--- config.mk ---
export PLATFORM = sky130hd
export DESIGN_NAME = serial_ctrl
export DESIGN_NICKNAME = d
export VERILOG_FILES = /design/src/rtl/serial_ctrl_pkg.sv /design/src/rtl/serial_ctrl_fifo.sv /design/src/rtl/serial_ctrl.sv
export SDC_FILE = /design/constraint.sdc
export NUM_CORES = 1
export LEC_CHECK = 0
export BUFFER_PORTS_ARGS = -buffer_cell sky130_fd_sc_hd__buf_2
export CORE_ASPECT_RATIO = 0.7
export CORE_MARGIN = 2
export CORE_UTILIZATION = 54
export CTS_CLUSTER_SIZE = 20
export DETAILED_ROUTE_END_ITERATION = 6
export PLACE_DENSITY = 0.8
export SKIP_CTS_REPAIR_TIMING = 1
export SLEW_MARGIN = 20
export SYNTH_ARGS = -nofsm -noshare
export SYNTH_HDL_FRONTEND = slang
export SYNTH_SLANG_ARGS = --single-unit
--- constraint.sdc ---
create_clock -name clk -period 3.2 [get_ports clk]
set_input_delay 0.16 -clock clk [delete_from_list [all_inputs] [get_ports clk]]
set_output_delay 0.16 -clock clk [all_outputs]
set_load 0.02 [all_outputs]
--- src/rtl/serial_ctrl_pkg.sv ---
// Shared definitions for the memory-mapped 8N1 UART: register map, status bit
// positions and the state encoding used by both serial FSMs.
package serial_ctrl_pkg;

    localparam logic [31:0] SERIAL_DATA_ADDR = 32'hbfd003f8;
    localparam logic [31:0] SERIAL_STAT_ADDR = 32'hbfd003fc;

    // Only this address bit separates DATA from STATUS.
    localparam int ADDR_SEL_BIT = 2;

    localparam int SER_TX_READY = 0;
    localparam int SER_RX_AVAIL = 1;
    localparam int SER_OVERRUN  = 2;

    typedef enum logic [1:0] {
        ST_IDLE  = 2'd0,
        ST_START = 2'd1,
        ST_DATA  = 2'd2,
        ST_STOP  = 2'd3
    } uart_state_t;

endpackage

--- src/rtl/serial_ctrl_fifo.sv ---
// Small synchronous FIFO holding received bytes; head is visible combinationally
// so a load can return it in the same cycle it pops.
module serial_fifo #(
    parameter int WIDTH = 8,
    parameter int DEPTH = 4
) (
    input  logic             clk,
    input  logic             rst,
    input  logic             i_push,
    input  logic [WIDTH-1:0] i_din,
    input  logic             i_pop,
    output logic             o_full,
    output logic             o_empty,
    output logic [WIDTH-1:0] o_head
);
    localparam int AW = (DEPTH > 1) ? $clog2(DEPTH) : 1;
    localparam logic [AW:0] FULL_CNT = (AW+1)'(DEPTH);

    logic [WIDTH-1:0] r_mem [DEPTH];
    logic [AW-1:0]    r_wr_ptr;
    logic [AW-1:0]    r_rd_ptr;
    logic [AW:0]      r_count;
    logic             w_do_push;
    logic             w_do_pop;

    assign o_full    = (r_count == FULL_CNT);
    assign o_empty   = (r_count == '0);
    assign w_do_push = i_push && !o_full;
    assign w_do_pop  = i_pop && !o_empty;
    assign o_head    = r_mem[r_rd_ptr];

    always_ff @(posedge clk) begin
        if (w_do_push) begin
            r_mem[r_wr_ptr] <= i_din;
        end
    end

    // Pointers wrap naturally because DEPTH is a power of two.
    always_ff @(posedge clk) begin
        if (rst) begin
            r_wr_ptr <= '0;
            r_rd_ptr <= '0;
            r_count  <= '0;
        end else begin
            if (w_do_push) r_wr_ptr <= r_wr_ptr + AW'(1);
            if (w_do_pop)  r_rd_ptr <= r_rd_ptr + AW'(1);
            case ({w_do_push, w_do_pop})
                2'b10:   r_count <= r_count + (AW+1)'(1);
                2'b01:   r_count <= r_count - (AW+1)'(1);
                default: r_count <= r_count;
            endcase
        end
    end

endmodule

--- src/rtl/serial_ctrl.sv ---
// Bus-side UART target: stores to DATA are serialised on uart_txd, bytes from
// uart_rxd are queued for DATA loads, STATUS reports tx/rx/overrun flags.
module serial_ctrl
    import serial_ctrl_pkg::*;
#(
    parameter int CLKS_PER_BIT  = 434,
    parameter int RX_FIFO_DEPTH = 4
) (
    input  logic        clk,
    input  logic        rst,
    input  logic        ce_i,
    input  logic        we_i,
    input  logic [31:0] addr_i,
    input  logic [31:0] data_i,
    output logic [31:0] data_o,
    output logic        ack_o,
    output logic        uart_txd,
    input  logic        uart_rxd,
    output logic        int_o
);
    localparam int             CW       = $clog2(CLKS_PER_BIT);
    localparam logic [CW-1:0]  CNT_LAST = CW'(CLKS_PER_BIT - 1);
    localparam logic [CW-1:0]  CNT_HALF = CW'(CLKS_PER_BIT / 2 - 1);

    logic        r_ack;
    logic [31:0] r_data;
    logic        r_hold_full;
    logic [7:0]  r_hold;
    logic        r_overrun;

    logic        w_is_stat;
    logic        w_accept;
    logic        w_tx_store;
    logic        w_rx_load;
    logic        w_stat_load;
    logic [31:0] w_status;

    uart_state_t   r_tx_state;
    uart_state_t   w_tx_next;
    logic [CW-1:0] r_tx_cnt;
    logic [2:0]    r_tx_bit;
    logic [7:0]    r_tx_shift;
    logic          w_tx_cnt_done;
    logic          w_tx_take;
    logic          w_txd;

    logic          r_rx_sync1;
    logic          r_rx_sync2;
    logic          r_rx_prev;
    uart_state_t   r_rx_state;
    uart_state_t   w_rx_next;
    logic [CW-1:0] r_rx_cnt;
    logic [2:0]    r_rx_bit;
    logic [7:0]    r_rx_shift;
    logic          w_rx_cnt_done;
    logic          w_rx_bit_tick;
    logic          w_rx_push;

    logic          w_fifo_full;
    logic          w_fifo_empty;
    logic [7:0]    w_fifo_head;

    logic          w_unused;
    assign w_unused = &{1'b0, addr_i[31:3], addr_i[1:0], data_i[31:8]};

    // ---------------- bus side ----------------
    assign w_is_stat   = addr_i[ADDR_SEL_BIT];
    assign w_accept    = ce_i && !r_ack && !(we_i && !w_is_stat && r_hold_full);
    assign w_tx_store  = w_accept && we_i && !w_is_stat;
    assign w_rx_load   = w_accept && !we_i && !w_is_stat;
    assign w_stat_load = w_accept && !we_i && w_is_stat;

    always_comb begin
        w_status               = '0;
        w_status[SER_TX_READY] = !r_hold_full;
        w_status[SER_RX_AVAIL] = !w_fifo_empty;
        w_status[SER_OVERRUN]  = r_overrun;
    end

    always_ff @(posedge clk) begin
        if (rst) begin
            r_ack       <= 1'b0;
            r_data      <= '0;
            r_hold_full <= 1'b0;
            r_hold      <= '0;
            r_overrun   <= 1'b0;
        end else begin
            r_ack <= w_accept;
            if (w_rx_load)        r_data <= w_fifo_empty ? 32'h0 : {24'h0, w_fifo_head};
            else if (w_stat_load) r_data <= w_status;
            else                  r_data <= '0;
            if (w_tx_store) begin
                r_hold      <= data_i[7:0];
                r_hold_full <= 1'b1;
            end else if (w_tx_take) begin
                r_hold_full <= 1'b0;
            end
            // A byte lost in the same cycle as a STATUS read must stay visible.
            if (w_rx_push && w_fifo_full) r_overrun <= 1'b1;
            else if (w_stat_load)         r_overrun <= 1'b0;
        end
    end

    assign ack_o  = r_ack;
    assign data_o = r_data;

    // ---------------- transmitter ----------------
    assign w_tx_cnt_done = (r_tx_cnt == CNT_LAST);

    always_ff @(posedge clk) begin
        if (rst) begin
            r_tx_state <= ST_IDLE;
            r_tx_cnt   <= '0;
            r_tx_bit   <= '0;
            r_tx_shift <= '0;
        end else begin
            r_tx_state <= w_tx_next;
            if (w_tx_next != r_tx_state || r_tx_state == ST_IDLE || w_tx_cnt_done) r_tx_cnt <= '0;
            else                                                                  r_tx_cnt <= r_tx_cnt + CW'(1);
            if (r_tx_state == ST_DATA && w_tx_cnt_done) r_tx_bit <= r_tx_bit + 3'd1;
            if (w_tx_take) r_tx_shift <= r_hold;
        end
    end

    always_comb begin
        w_tx_next = r_tx_state;
        w_tx_take = 1'b0;
        case (r_tx_state)
            ST_IDLE: begin
                if (r_hold_full) begin
                    w_tx_next = ST_START;
                    w_tx_take = 1'b1;
                end
            end
            ST_START: if (w_tx_cnt_done) w_tx_next = ST_DATA;
            ST_DATA:  if (w_tx_cnt_done && r_tx_bit == 3'd7) w_tx_next = ST_STOP;
            ST_STOP: begin
                // A waiting byte starts straight after the stop bit, no idle gap.
                if (w_tx_cnt_done) begin
                    if (r_hold_full) begin
                        w_tx_next = ST_START;
                        w_tx_take = 1'b1;
                    end else begin
                        w_tx_next = ST_IDLE;
                    end
                end
            end
            default: w_tx_next = ST_IDLE;
        endcase
    end

    always_comb begin
        w_txd = 1'b1;
        case (r_tx_state)
            ST_START: w_txd = 1'b0;
            ST_DATA:  w_txd = r_tx_shift[r_tx_bit];
            default:  w_txd = 1'b1;
        endcase
    end

    assign uart_txd = w_txd;

    // ---------------- receiver ----------------
    assign w_rx_cnt_done = (r_rx_cnt == CNT_LAST);

    always_ff @(posedge clk) begin
        if (rst) begin
            r_rx_sync1 <= 1'b1;
            r_rx_sync2 <= 1'b1;
            r_rx_prev  <= 1'b1;
            r_rx_state <= ST_IDLE;
            r_rx_cnt   <= '0;
            r_rx_bit   <= '0;
            r_rx_shift <= '0;
        end else begin
            r_rx_sync1 <= uart_rxd;
            r_rx_sync2 <= r_rx_sync1;
            r_rx_prev  <= r_rx_sync2;
            r_rx_state <= w_rx_next;
            if (w_rx_next != r_rx_state || r_rx_state == ST_IDLE || w_rx_cnt_done) r_rx_cnt <= '0;
            else                                                                  r_rx_cnt <= r_rx_cnt + CW'(1);
            if (w_rx_bit_tick) begin
                r_rx_shift <= {r_rx_sync2, r_rx_shift[7:1]};
                r_rx_bit   <= r_rx_bit + 3'd1;
            end
        end
    end

    // After the half-bit start check, every full-bit count lands mid-bit.
    always_comb begin
        w_rx_next = r_rx_state;
        case (r_rx_state)
            ST_IDLE:  if (r_rx_prev && !r_rx_sync2) w_rx_next = ST_START;
            ST_START: if (r_rx_cnt == CNT_HALF) w_rx_next = r_rx_sync2 ? ST_IDLE : ST_DATA;
            ST_DATA:  if (w_rx_cnt_done && r_rx_bit == 3'd7) w_rx_next = ST_STOP;
            ST_STOP:  if (w_rx_cnt_done) w_rx_next = ST_IDLE;
            default:  w_rx_next = ST_IDLE;
        endcase
    end

    always_comb begin
        w_rx_bit_tick = (r_rx_state == ST_DATA) && w_rx_cnt_done;
        w_rx_push     = (r_rx_state == ST_STOP) && w_rx_cnt_done && r_rx_sync2;
    end

    serial_fifo #(
        .WIDTH(8),
        .DEPTH(RX_FIFO_DEPTH)
    ) u_rx_fifo (
        .clk    (clk),
        .rst    (rst),
        .i_push (w_rx_push),
        .i_din  (r_rx_shift),
        .i_pop  (w_rx_load),
        .o_full (w_fifo_full),
        .o_empty(w_fifo_empty),
        .o_head (w_fifo_head)
    );

    assign int_o = !w_fifo_empty;

endmodule
# Yosys cells after proc, flatten, opt, wreduce, memory -nomap -nowiden
# Memory sizes are Yosys's and may differ from the RTL's. A register that Yosys moved wholly into a read port is not among the register bits.
# Cells that the tools add are included.
op_classes:
  reduce_logical: 39
  order_cmp: 1
  addsub: 8
  eq_ne: 16
  n_mux: 30
ops:
  columns: ["op", "count"]
  rows:
  - ["two-way mux 2 bit", 11]
  - ["logical AND 1 bit", 19]
  - ["adder 9 x 1 -> 9 bit, second input constant", 2]
  - ["== test 9 bit, second input constant", 2]
  - ["two-way mux 8 bit", 2]
  - ["case mux 2 bit (4 select lines)", 2]
  - ["== test 2 bit, second input constant", 5]
  - ["two-way mux 1 bit", 10]
  - ["adder 3 x 1 -> 3 bit, second input constant", 3]
  - ["== test 3 bit, second input constant", 3]
  - ["== test 9 x 8 -> 1 bit, second input constant", 1]
  - ["logical NOT 1 bit", 8]
  - ["== test 2 x 1 -> 1 bit, second input constant", 3]
  - ["case mux 3 bit (2 select lines)", 1]
  - ["nonzero test 2 bit", 3]
  - ["adder 2 x 1 -> 2 bit, second input constant", 2]
  - ["logical NOT 2 bit", 2]
  - ["logical OR 1 bit", 4]
  - ["less-than comparator 3 x 4 -> 1 bit, second input constant", 1]
  - ["inequality test 2 bit", 2]
  - ["case mux 1 bit (2 select lines)", 2]
  - ["OR reduction 2 bit", 2]
  - ["binary-select mux 1 bit (select 3 bit)", 1]
  - ["logical NOT 3 bit", 1]
  - ["other kinds (2)", 2]
totals:
  memories: 1
  regBits: 97
  ramBits: 32
  input_bits: 69
  elab_cells: 114
memory_table:
  columns: ["name", "words", "word_bits", "rd", "rd_ports_with_merged_regs", "write_ports", "line", "source"]
  rows:
  - ["u_rx_fifo.r_mem", 4, 8, 1, 1, 1, "serial_ctrl_fifo.sv:19", "logic [WIDTH-1:0] r_mem [DEPTH];"]

# Depth between registers and ports, before layout
# Gate-level depths: netlist of the first run.
logic_depth:
  ltp_word: 10
  mapped_depth: 11
  mapped_depth_nobuf: 11

# Cells and area by module
# A second synthesis of the first run with hierarchy kept.
unflattened:
  hier_cells: 409
  hier_area_um2: 4708.3
modules_own_cells:
  columns: ["module", "cells_per_inst", "seq_area_each_um2", "area_per_inst_um2", "n_inst"]
  rows:
  - ["serial_ctrl", 313, 1321.3, 3072.9, 1]
  - ["serial_fifo", 96, 1141.1, 1635.3, 1]

# Worst setup path before layout of the first run
# Ideal clock, no wire load.
synth_timing:
  kind: "reg-to-reg"
  start: "reg r_rx_cnt[0]"
  end: "reg u_rx_fifo.r_count[2]"
  n_path_buf: 0
  synth_period_minus_slack_ps: 2258
  path_stages_with_launch: 11
  required_time_ps: 3130
  t_arrival_ps: 2188
  setup_slack_ps: 942
  cell_sequence: "dfxtp_1 > ha_1 > nand4b_4 > nor4_4 > inv_1 > ha_1 > inv_1 > fa_1 > xor2_1 > or3_1 > a21oi_1"
synth_via:
  elab_chain_len: 6
synth_lines:
  columns: ["item", "line", "source"]
  rows:
  - ["from (decl)", "serial_ctrl.sv:52", "logic [CW-1:0] r_rx_cnt;"]
  - ["from (signal assigned)", "serial_ctrl.sv:181", "else r_rx_cnt <= r_rx_cnt + CW'(1);"]
  - ["== test 9 bit (*)", "serial_ctrl.sv:164", "assign w_rx_cnt_done = (r_rx_cnt == CNT_LAST);"]
  - ["logical AND 1 bit (*) (2 in series)", "serial_ctrl.sv:203", "w_rx_push = (r_rx_state == ST_STOP) && w_rx_cnt_done && r_rx_sync2;"]
  - ["logical AND 1 bit (*)", "serial_ctrl_fifo.sv:28", "assign w_do_push = i_push && !o_full;"]
  - ["== test 2 x 1 -> 1 bit / == test 2 bit (equally long branches)", "serial_ctrl_fifo.sv:47", "case ({w_do_push, w_do_pop})"]
  - ["case mux 3 bit (2 select lines) / nonzero test 2 bit (equally long branches)", null, null]
  - ["to (signal assigned)", "serial_ctrl_fifo.sv:48", "2'b10: r_count <= r_count + (AW+1)'(1);"]
  - ["to (signal assigned)", "serial_ctrl_fifo.sv:49", "2'b01: r_count <= r_count - (AW+1)'(1);"]
  - ["to (signal assigned)", "serial_ctrl_fifo.sv:50", "default: r_count <= r_count;"]
  - ["to (decl)", "serial_ctrl_fifo.sv:22", "logic [AW:0] r_count;"]
# Every way passes the cells marked *; elsewhere a longest branch is shown, timed or not.
# A chain may end at the register's enable or synchronous reset.

# Final worst setup path of the first run
# Same ends and word-level chain as after synthesis.

==> parameters.txt, run 1 <==
Parameter                              Value

Status
  Outcome ... finished, final reports clean

Clock network
  Maximum buffer depth of the clock tree ... 2
  TritonCTS clock tree ... built
  Clk Tree Root Cell ... clkbuf_16
  Clock Pin Slew Worst Setup and Hold Paths ... roughly 0.06 ns
  Count of H-tree levels built during CTS ... 3
  Clk_lat worst skew ... 0.34 ns
  Clk sinks ... approximately 110
  CTS buffer count ... 9

Floorplanning
  Initial Utilization ... a little under three fifths
  Core Region ... 8408 um^2
  Die Span X ... 115.1 um
  Floorplan die height ... roughly 82 um
  Number of placement rows ... 28
  Area enclosed by the die boundary ... 9409 um^2
  Number of primary I/O pins ... 104

Finish
  Fraction of final layout cells sized beyond drive strength 1 ... 16.43%
  Number of fill cells in the layout ... about 660
  Ant. Diodes ... 0
  Finished Core Util ... 60.36%
  Reg area ... 2462 um^2
  Growth of design area from synthesis to finish ... 8.798%
  Area of the multi-input gates ... between 1500 and 2000 um^2
  Net count of the finished layout ... 509

Critical path
  Worst endpoint data arrival time ... 2.84 ns
  Nature of the critical path endpoint ... register
  Endpoint required time on the critical path ... 3.46 ns
  Crit Path Category ... reg -> reg
  Maximum fanout along the worst path ... 7
  Startpoint class of the critical path ... register
  Flop-to-flop setup slack ... roughly 0.62 ns

STA
  Count of pins over their slew limit ... 0
  Final setup violation count ... 0
  Maximum operating frequency ... 0.3877 GHz
  Final Skew ... 0.005882 ns
  Part of the cycle the worst path needs ... between 80% and 90%
  Final period demand of the worst path ... 2.579 ns
  Total negative setup slack ... 0 ns
  Worst-Margin Slew ... 0.9238 ns
  Unrepaired setup endpoints after global routing ... no
  Worst slew margin relative to its limit ... 37.95%
  Number of hold violations in the final report ... 0

Place
  DP Wirelength ... between 5 and 6 mm
  Final weighted congestion in routability-driven placement ... 0.8194
  Count of input and output buffers ... 24

Power and ir drop
  Pwr dens ... 535.2 nW/um^2
  Maximum VDD drop ... around 0.3 mV
  Leakage component of the power ... 1.877 nW

Routing
  Detailed-route vias per instance ... between 5 and 6
  Overall via count from detail_route ... 2,729
  Initial detailed-routing violation count ... around 220
  DR DRC count ... 0
  Post-Route WL ... just over 7 mm
  Detailed-route wire length per cell ... approximately 13 um
  Count of nets left with antenna violations after detail routing ... 0
  Detailed-router iteration count before antenna repair ... 4

GRT
  Number of antenna violations at the first check in global routing ... 0
  Global routing met1 resource utilization ... between 20% and 30%
  Global-route wire length before repair ... around 12 mm
  Global Route Usage Sum ... between 10% and 20%
  Vias in the first global route ... approximately 2,500
  Grt peak-use layer ... met2
  Met2 Use GR ... ~26%
  Remaining Overflow, GRT ... 0
  GR Util met3 ... 5.387%
  Largest net degree at the start of global routing ... 34

Synthesis
  Average cell area after synthesis ... 11.69 um^2
  Unique cell type count in the Yosys netlist ... 53
  Syn Inst Count ... 399
  Portion of the post-synthesis area used by sequential elements ... 52.79%
  Share of flip-flops with an asynchronous set or reset ... 0%
  Syn. warnings ... 0
  Top FF cell, synth ... dfxtp_1
  Post-synthesis sequential element count ... 107
  Count of flip-flops with a built-in enable after synthesis ... 32
  Syn Std Cell Area ... 4664 um^2

Worst hold path
  Classification of the worst-slack hold path ... in -> reg

Flow run
  Max-cap violations ... 0
[area by class of cell]
type                            instances  share of cell area, %
Clock inverter                          4                 0.9862
Clock buffer                           12                  5.054
Tap cell                              105                  2.589
Inverter                               18                  1.331
Sequential cell                       107                  48.52
Multi-Input combinational cell        258                  38.66
Timing Repair Buffer                   27                  2.860
[flip-flops by register name (all words and copies together), names as in the netlist, named ones only]
register / flops
u_rx_fifo.r_mem: 32
r_rx_cnt: 9
r_tx_cnt: 9
data_o: 8
r_hold: 8
r_rx_shift: 8
r_tx_shift: 8
r_rx_bit: 3
r_tx_bit: 3
u_rx_fifo.r_count: 3
r_rx_state: 2
r_tx_state: 2
u_rx_fifo.r_rd_ptr: 2
u_rx_fifo.r_wr_ptr: 2
ack_o: 1
r_hold_full: 1
r_overrun: 1
r_rx_prev: 1
r_rx_sync1: 1
r_rx_sync2: 1
[worst paths after layout]
kind / from / cells after the start / endpoint
worst max-delay path: r_rx_cnt[0] / 10 / u_rx_fifo.r_count[2]
worst min-delay path: data_i[4] / 3 / r_hold[4]
worst max register to register: r_rx_cnt[0] / 10 / u_rx_fifo.r_count[2]
worst min register to register: r_rx_sync1 / 1 / r_rx_sync2
[synth_stat cells (2+ instances only)]
master	count	area (um^2)
or3_1	2	12.51
a21oi_1	5	25.02
nand2_1	6	22.52
edfxtp_1	32	960.9
nand4_1	4	25.02
ha_1	18	225.2
clkbuf_1	9	33.78
mux2i_1	32	320.3
dfxtp_1	75	1501
o21ai_0	3	15.01
nor2b_1	7	43.79
nor3_1	5	25.02
and3_1	2	12.51
xor2_1	12	105.1
buf_4	25	187.7
mux4_2	10	225.2
nand2b_1	4	25.02
a31oi_1	3	18.77
nor4_4	3	63.81
nor2_1	67	251.5
nand3_1	9	45.04
a311oi_1	2	17.52
a22oi_1	2	15.01
and2_2	4	30.03
buf_6	3	33.78
buf_2	2	10.01
xnor2_1	8	70.07
inv_1	18	67.56
or2_2	3	18.77
[cells by family (layout without fill, tap and decap cells)]
kind of cell | count (synthesis) | after routing | synth area share, %
xor gates and xnor gates | 20 | 20 | 3.755
and+or+nand+nor | 127 | 127 | 15.21
other | 1 | 24 | 0.08039
buffers and inverters | 57 | 61 | 7.135
muxes | 42 | 42 | 11.70
adders and majority gates | 19 | 19 | 5.258
AOI/OAI and AO/OA | 26 | 26 | 4.077
DFF | 107 | 107 | 52.79
[routing by layer]
metal / vias to the layer above / share of wire [%] / routed length, um
met5: - / 0 / 0
met4: 0 / 0.82 / 59
met3: 7 / 4.2 / 299
met2: 46 / 46 / 3302
met1: 1292 / 49 / 3504
li1: 1384 / - / -
[power by group]
group | switching (mW) | total (mW) | internal, mW
clock | 0.450 | 1.10 | 0.648
combinational | 0.122 | 0.189 | 0.0671
sequential | 0.0216 | 1.43 | 1.41
[worst max-delay path, cell delays in order, from the launching register on]
cell	delay, ns
dfxtp_1	0.46
ha_1	0.24
nand4b_4	0.16
nor4_4	0.47
inv_1	0.10
ha_1	0.23
inv_1	0.09
fa_1	0.18
xor2_1	0.08
or3_1	0.32
a21oi_1	0.15
[stage by stage]
step | cell area, um^2 | total power [mW] | setup WS [ns] | hold slack (ns) | std cells
2_1_floorplan | 4751 | 1.626 | 0.9420 | 0.2638 | 422
3_3_place_gp | 4758 | 1.641 | 0.7688 | 0.3455 | 514
3_5_place_dp | 4758 | 1.646 | 0.6399 | 0.3444 | 514
4_1_cts | 5065 | 2.743 | 0.6185 | -0.01270 | 530
5_1_grt | 5075 | 2.816 | 0.4621 | 0.06276 | 531
6_report | 5075 | 2.716 | 0.6207 | 0.05919 | 531
[cell usage in the layout (no fill, tap or decap), drive strengths merged, types with 2 or more instances in the layout]
cell	instances
and3	3
mux2i	32
a31oi	3
ha	18
nand2b	4
edfxtp	32
nand2	6
nand4	4
clkbuf	12
nor3	5
mux4	10
inv	18
o21ai	3
and2	4
nor2b	7
nand3	9
a21oi	5
or3	3
buf	26
dfxtp	75
or2	3
nor4	4
xnor2	8
clkinvlp	2
nor2	67
conb	24
a311oi	2
a22oi	2
xor2	12
Power figures use the tool's default switching activity.
==> inputs of run 2 (changes only) <==
Settings changed: ABC_AREA from default to 1, CORE_UTILIZATION 54 to 49, PLACE_DENSITY 0.8 to 0.76.
Clock period 3.2 ns to 2.15 ns, I/O delays scaled along.
==> run 2 against run 1 <==
  * Synthesized cell count increased by 31%
  * Worst hold slack lost 0.031 ns
  * Cell count grew 30%
  * Clock power increased by 52%
  * Highest routed layer unchanged
  * First-iteration DRC count increased by 8.5%
==> parameters.txt, run 2 <==
Parameter                              Value

Status
  Outcome ... finished, final reports clean

GRT
  Global Route Usage Sum ... 18.29% (+1.6 points)
  Number of antenna violations at the first check in global routing ... 0 (unchanged)
  Largest net degree at the start of global routing ... 30 (-12%)
  Remaining Overflow, GRT ... 0 (unchanged)
  Global-route wire length before repair ... 15.05 mm (+26%)
  Vias in the first global route ... 3,296 (+32%)

STA
  Number of hold violations in the final report ... 0 (unchanged)
  Final period demand of the worst path ... 2.006 ns (-0.5737 ns)
  Part of the cycle the worst path needs ... 93.28% (+13 points)
  Final setup violation count ... 0 (unchanged)
  Unrepaired setup endpoints after global routing ... no
  Maximum operating frequency ... 0.4986 GHz (+29%)
  Count of pins over their slew limit ... 0 (unchanged)
  Total negative setup slack ... 0 ns (unchanged)
  Final Skew ... 0.008369 ns (+0.002487 ns)

Floorplanning
  Die Span X ... 121.5 um (+5.6%)
  Initial Utilization ... 51.41% (-4.1 points)
  Floorplan die height ... 86.28 um (+5.5%)
  Core Region ... 9216 um^2 (+9.6%)
  Number of primary I/O pins ... 104 (unchanged)
  Area enclosed by the die boundary ... 10,490 um^2 (+11%)
  Number of placement rows ... 29 (+3.6%)

Routing
  Wire length on met2 ... 4.067 mm (+23%)
  Overall via count from detail_route ... 3,479 (+27%)
  Met1 wire length ... 4.110 mm (+17%)
  Post-Route WL ... 8.905 mm (+24%)
  Detailed-router iteration count before antenna repair ... 5 (+1)
  Detailed-route vias per instance ... 5.035 (-2.0%)
  Count of nets left with antenna violations after detail routing ... 0 (unchanged)
  Top routing layer used ... met4
  Detailed-route wire length per cell ... 12.89 um (-4.5%)
  DR DRC count ... 0 (unchanged)
  Initial detailed-routing violation count ... 242 (+8.5%)
  Routed wl met3 ... 586 um (+96%)

Synthesis
  Syn. warnings ... 0 (unchanged)
  Portion of the post-synthesis area used by sequential elements ... 51.97% (-0.82 points)
  Average cell area after synthesis ... 9.060 um^2 (-23%)
  Unique cell type count in the Yosys netlist ... 39 (-26%)
  Share of synthesized area spent on multiplexers ... 0% (-12 points)
  Share of flip-flops with an asynchronous set or reset ... 0% (unchanged)
  Post-Synth Simple-Gate Area ... 19.43% (+4.2 points)
  Syn Std Cell Area ... 4738 um^2 (+1.6%)
  Syn Inst Count ... 523 (+31%)
  Most used standard cells in the synthesized netlist ... 75 x dfxtp_1, 59 x nor2_1, 54 x nand2_1, 52 x a21oi_1, 51 x inv_1
  Top FF cell, synth ... dfxtp_1
  Dominant combinational cell family by area after synthesis ... simple AND/OR/NAND/NOR gates
  Portion of synthesized cell area occupied by the leading cell type ... 31.69% (-0.50 points)
  Most common cell in the netlist ... dfxtp_1
  Post-synthesis adder-cell area fraction ... 5.176% (-0.082 points)
  Share of the synthesized netlist area taken by xor and xnor gates ... 2.773% (-0.98 points)
  Cell type with the largest total area after synthesis ... dfxtp_1
  Compound-gate portion of the synthesized area ... 10.93% (+6.9 points)
  Largest cells by area after synthesis ... dfxtp_1 32%, edfxtp_1 20%, a21oi_1 5.5%
  Count of flip-flops with a built-in enable after synthesis ... 32 (unchanged)
  Post-synthesis sequential element count ... 107 (unchanged)

Finish
  Top Registers ... u_rx_fifo.r_mem x32, r_rx_cnt x9, r_tx_cnt x9
  Fraction of final layout cells sized beyond drive strength 1 ... 17.46% (+1.0 points)
  Growth of design area from synthesis to finish ... 12.65%
  Layout Cell Area excl Fill ... 5338 um^2 (+5.2%)
  Net count of the finished layout ... 650 (+28%)
  Leading cell types in the layout, fill and taps excluded ... 73 x dfxtp_1, 59 x nor2_1, 54 x nand2_1
  Flip-flop count of the largest register, all copies and words added ... 32 (unchanged)
  Ant. Diodes ... 0 (unchanged)
  Register with the most flip-flops ... u_rx_fifo.r_mem
  Non-filler cells in the finished layout ... 691 (+30%)
  Commonest non-fill, non-tap cell in the layout ... dfxtp_1

Clock network
  CTS buffer count ... 9 (unchanged)
  Clock Pin Slew Worst Setup and Hold Paths ... 0.07 ns (about the same)
  Maximum buffer depth of the clock tree ... 2 (unchanged)
  Clk_lat worst skew ... 0.35 ns (about the same)
  Clk Tree Root Cell ... clkbuf_16
  Count of H-tree levels built during CTS ... 3 (unchanged)
  TritonCTS clock tree ... built
  Clk sinks ... 107 (unchanged)

Power and ir drop
  Pwr dens ... 783.1 nW/um^2 (+46%)
  Maximum VDD drop ... 0.4142 mV (+34%)
  Power, Total ... 4.180 mW (+54%)
  Leakage component of the power ... 2.060 nW (+9.7%)

Worst hold path
  Classification of the worst-slack hold path ... in -> reg

Critical path
  Nature of the critical path endpoint ... register
  Crit Path Category ... reg -> reg
  Worst endpoint data arrival time ... 2.29 ns (-0.55 ns)
  Maximum fanout along the worst path ... 3 (-4)
  Endpoint required time on the critical path ... 2.43 ns (-1.03 ns)
  Startpoint class of the critical path ... register

Place
  Final weighted congestion in routability-driven placement ... 0.8328 (+1.6%)
  DP Wirelength ... 6.293 mm (+22%)
  Placed Cells incl. Taps ... 672 (+31%)
  Count of input and output buffers ... 24 (unchanged)
  Post-place instance area ... 4972 um^2 (+4.5%)

Flow run
  Max-cap violations ... 0 (unchanged)
[run 2: changes by cell type in the layout (fill, tap and decap cells not counted), sizes merged, moves of 4 or more]
cell / before / now
mux4: 10 / 0
o21ai: 3 / 43
nand2: 6 / 62
nor2b: 7 / 0
mux2i: 32 / 0
nand2b: 4 / 0
and2: 4 / 0
xnor2: 8 / 4
nand3: 9 / 39
inv: 18 / 59
a21oi: 5 / 52
buf: 26 / 40
[run 2: final cells by class]
type | count | area [um^2]
clock inverters | 6 | 63.81
flip-flops and latches | 107 | 2465
repair buffers | 41 | 250.2
inverters | 58 | 224.0
clock buffers | 10 | 250.2
multi-input cells | 345 | 1929
fillers | 773 | 3879
well taps | 124 | 155.1
[run 2: final timing paths]
path | from | end | slack, ns | cells past startpoint
worst max-delay path | r_rx_cnt[0] | u_rx_fifo.r_count[2] | 0.14 | 13
worst min register to register | r_rx_sync1 | r_rx_sync2 | 0.42 | 1
worst min-delay path | data_i[6] | r_hold[6] | 0.03 | 3
worst max register to register | r_rx_cnt[0] | u_rx_fifo.r_count[2] | 0.14 | 13
[run 2: kinds of logic (layout without fill, tap and decap cells)]
logic type,after synthesis,count (layout)
XOR/XNOR,15,15
flip-flops,107,107
AND/OR/NAND/NOR,187,187
other,1,24
buffers and inverters,94,115
adder cells (fa/ha/maj),19,19
AO/OA/AOI/OAI,100,100
[run 2: critical path, stage by stage (launching register included)]
cell and delay (ns):
dfxtp_1 0.39, ha_4 0.15, inv_2 0.04, nor3_4 0.14, nand2_4 0.08, nor4_4 0.28, inv_2 0.07, ha_2 0.18
inv_2 0.06, fa_2 0.20, a21oi_1 0.07, o21ai_1 0.11, o21ai_1 0.08, a21oi_1 0.11
[run 2: through the flow]
step | hold slack (ns) | setup slack [ns] | utilization [%]
2_1_floorplan | 0.2113 | 0.02947 | -
3_3_place_gp | 0.2924 | 0.06786 | 53.95
3_5_place_dp | 0.2996 | 0.01768 | 53.95
4_1_cts | -0.06159 | -0.003842 | 57.36
5_1_grt | 0.04549 | 0.001517 | 57.91
6_report | 0.02835 | 0.1444 | 57.91
[run 2: where the power goes]
part           switching, mW  internal, mW  total [mW]  leakage [nW]
logic                  0.250         0.116       0.366          1.01
registers             0.0314          2.11        2.14         0.904
clock network          0.782         0.889        1.67         0.151
total                   1.06          3.12        4.18          2.06
[run 2: metal layers]
layer / global-route usage [%] / vias up
met5: 0 / -
met4: 6.165 / 0
met3: 4.868 / 14
met2: 28.96 / 89
met1: 24.61 / 1608
li1: - / 1768
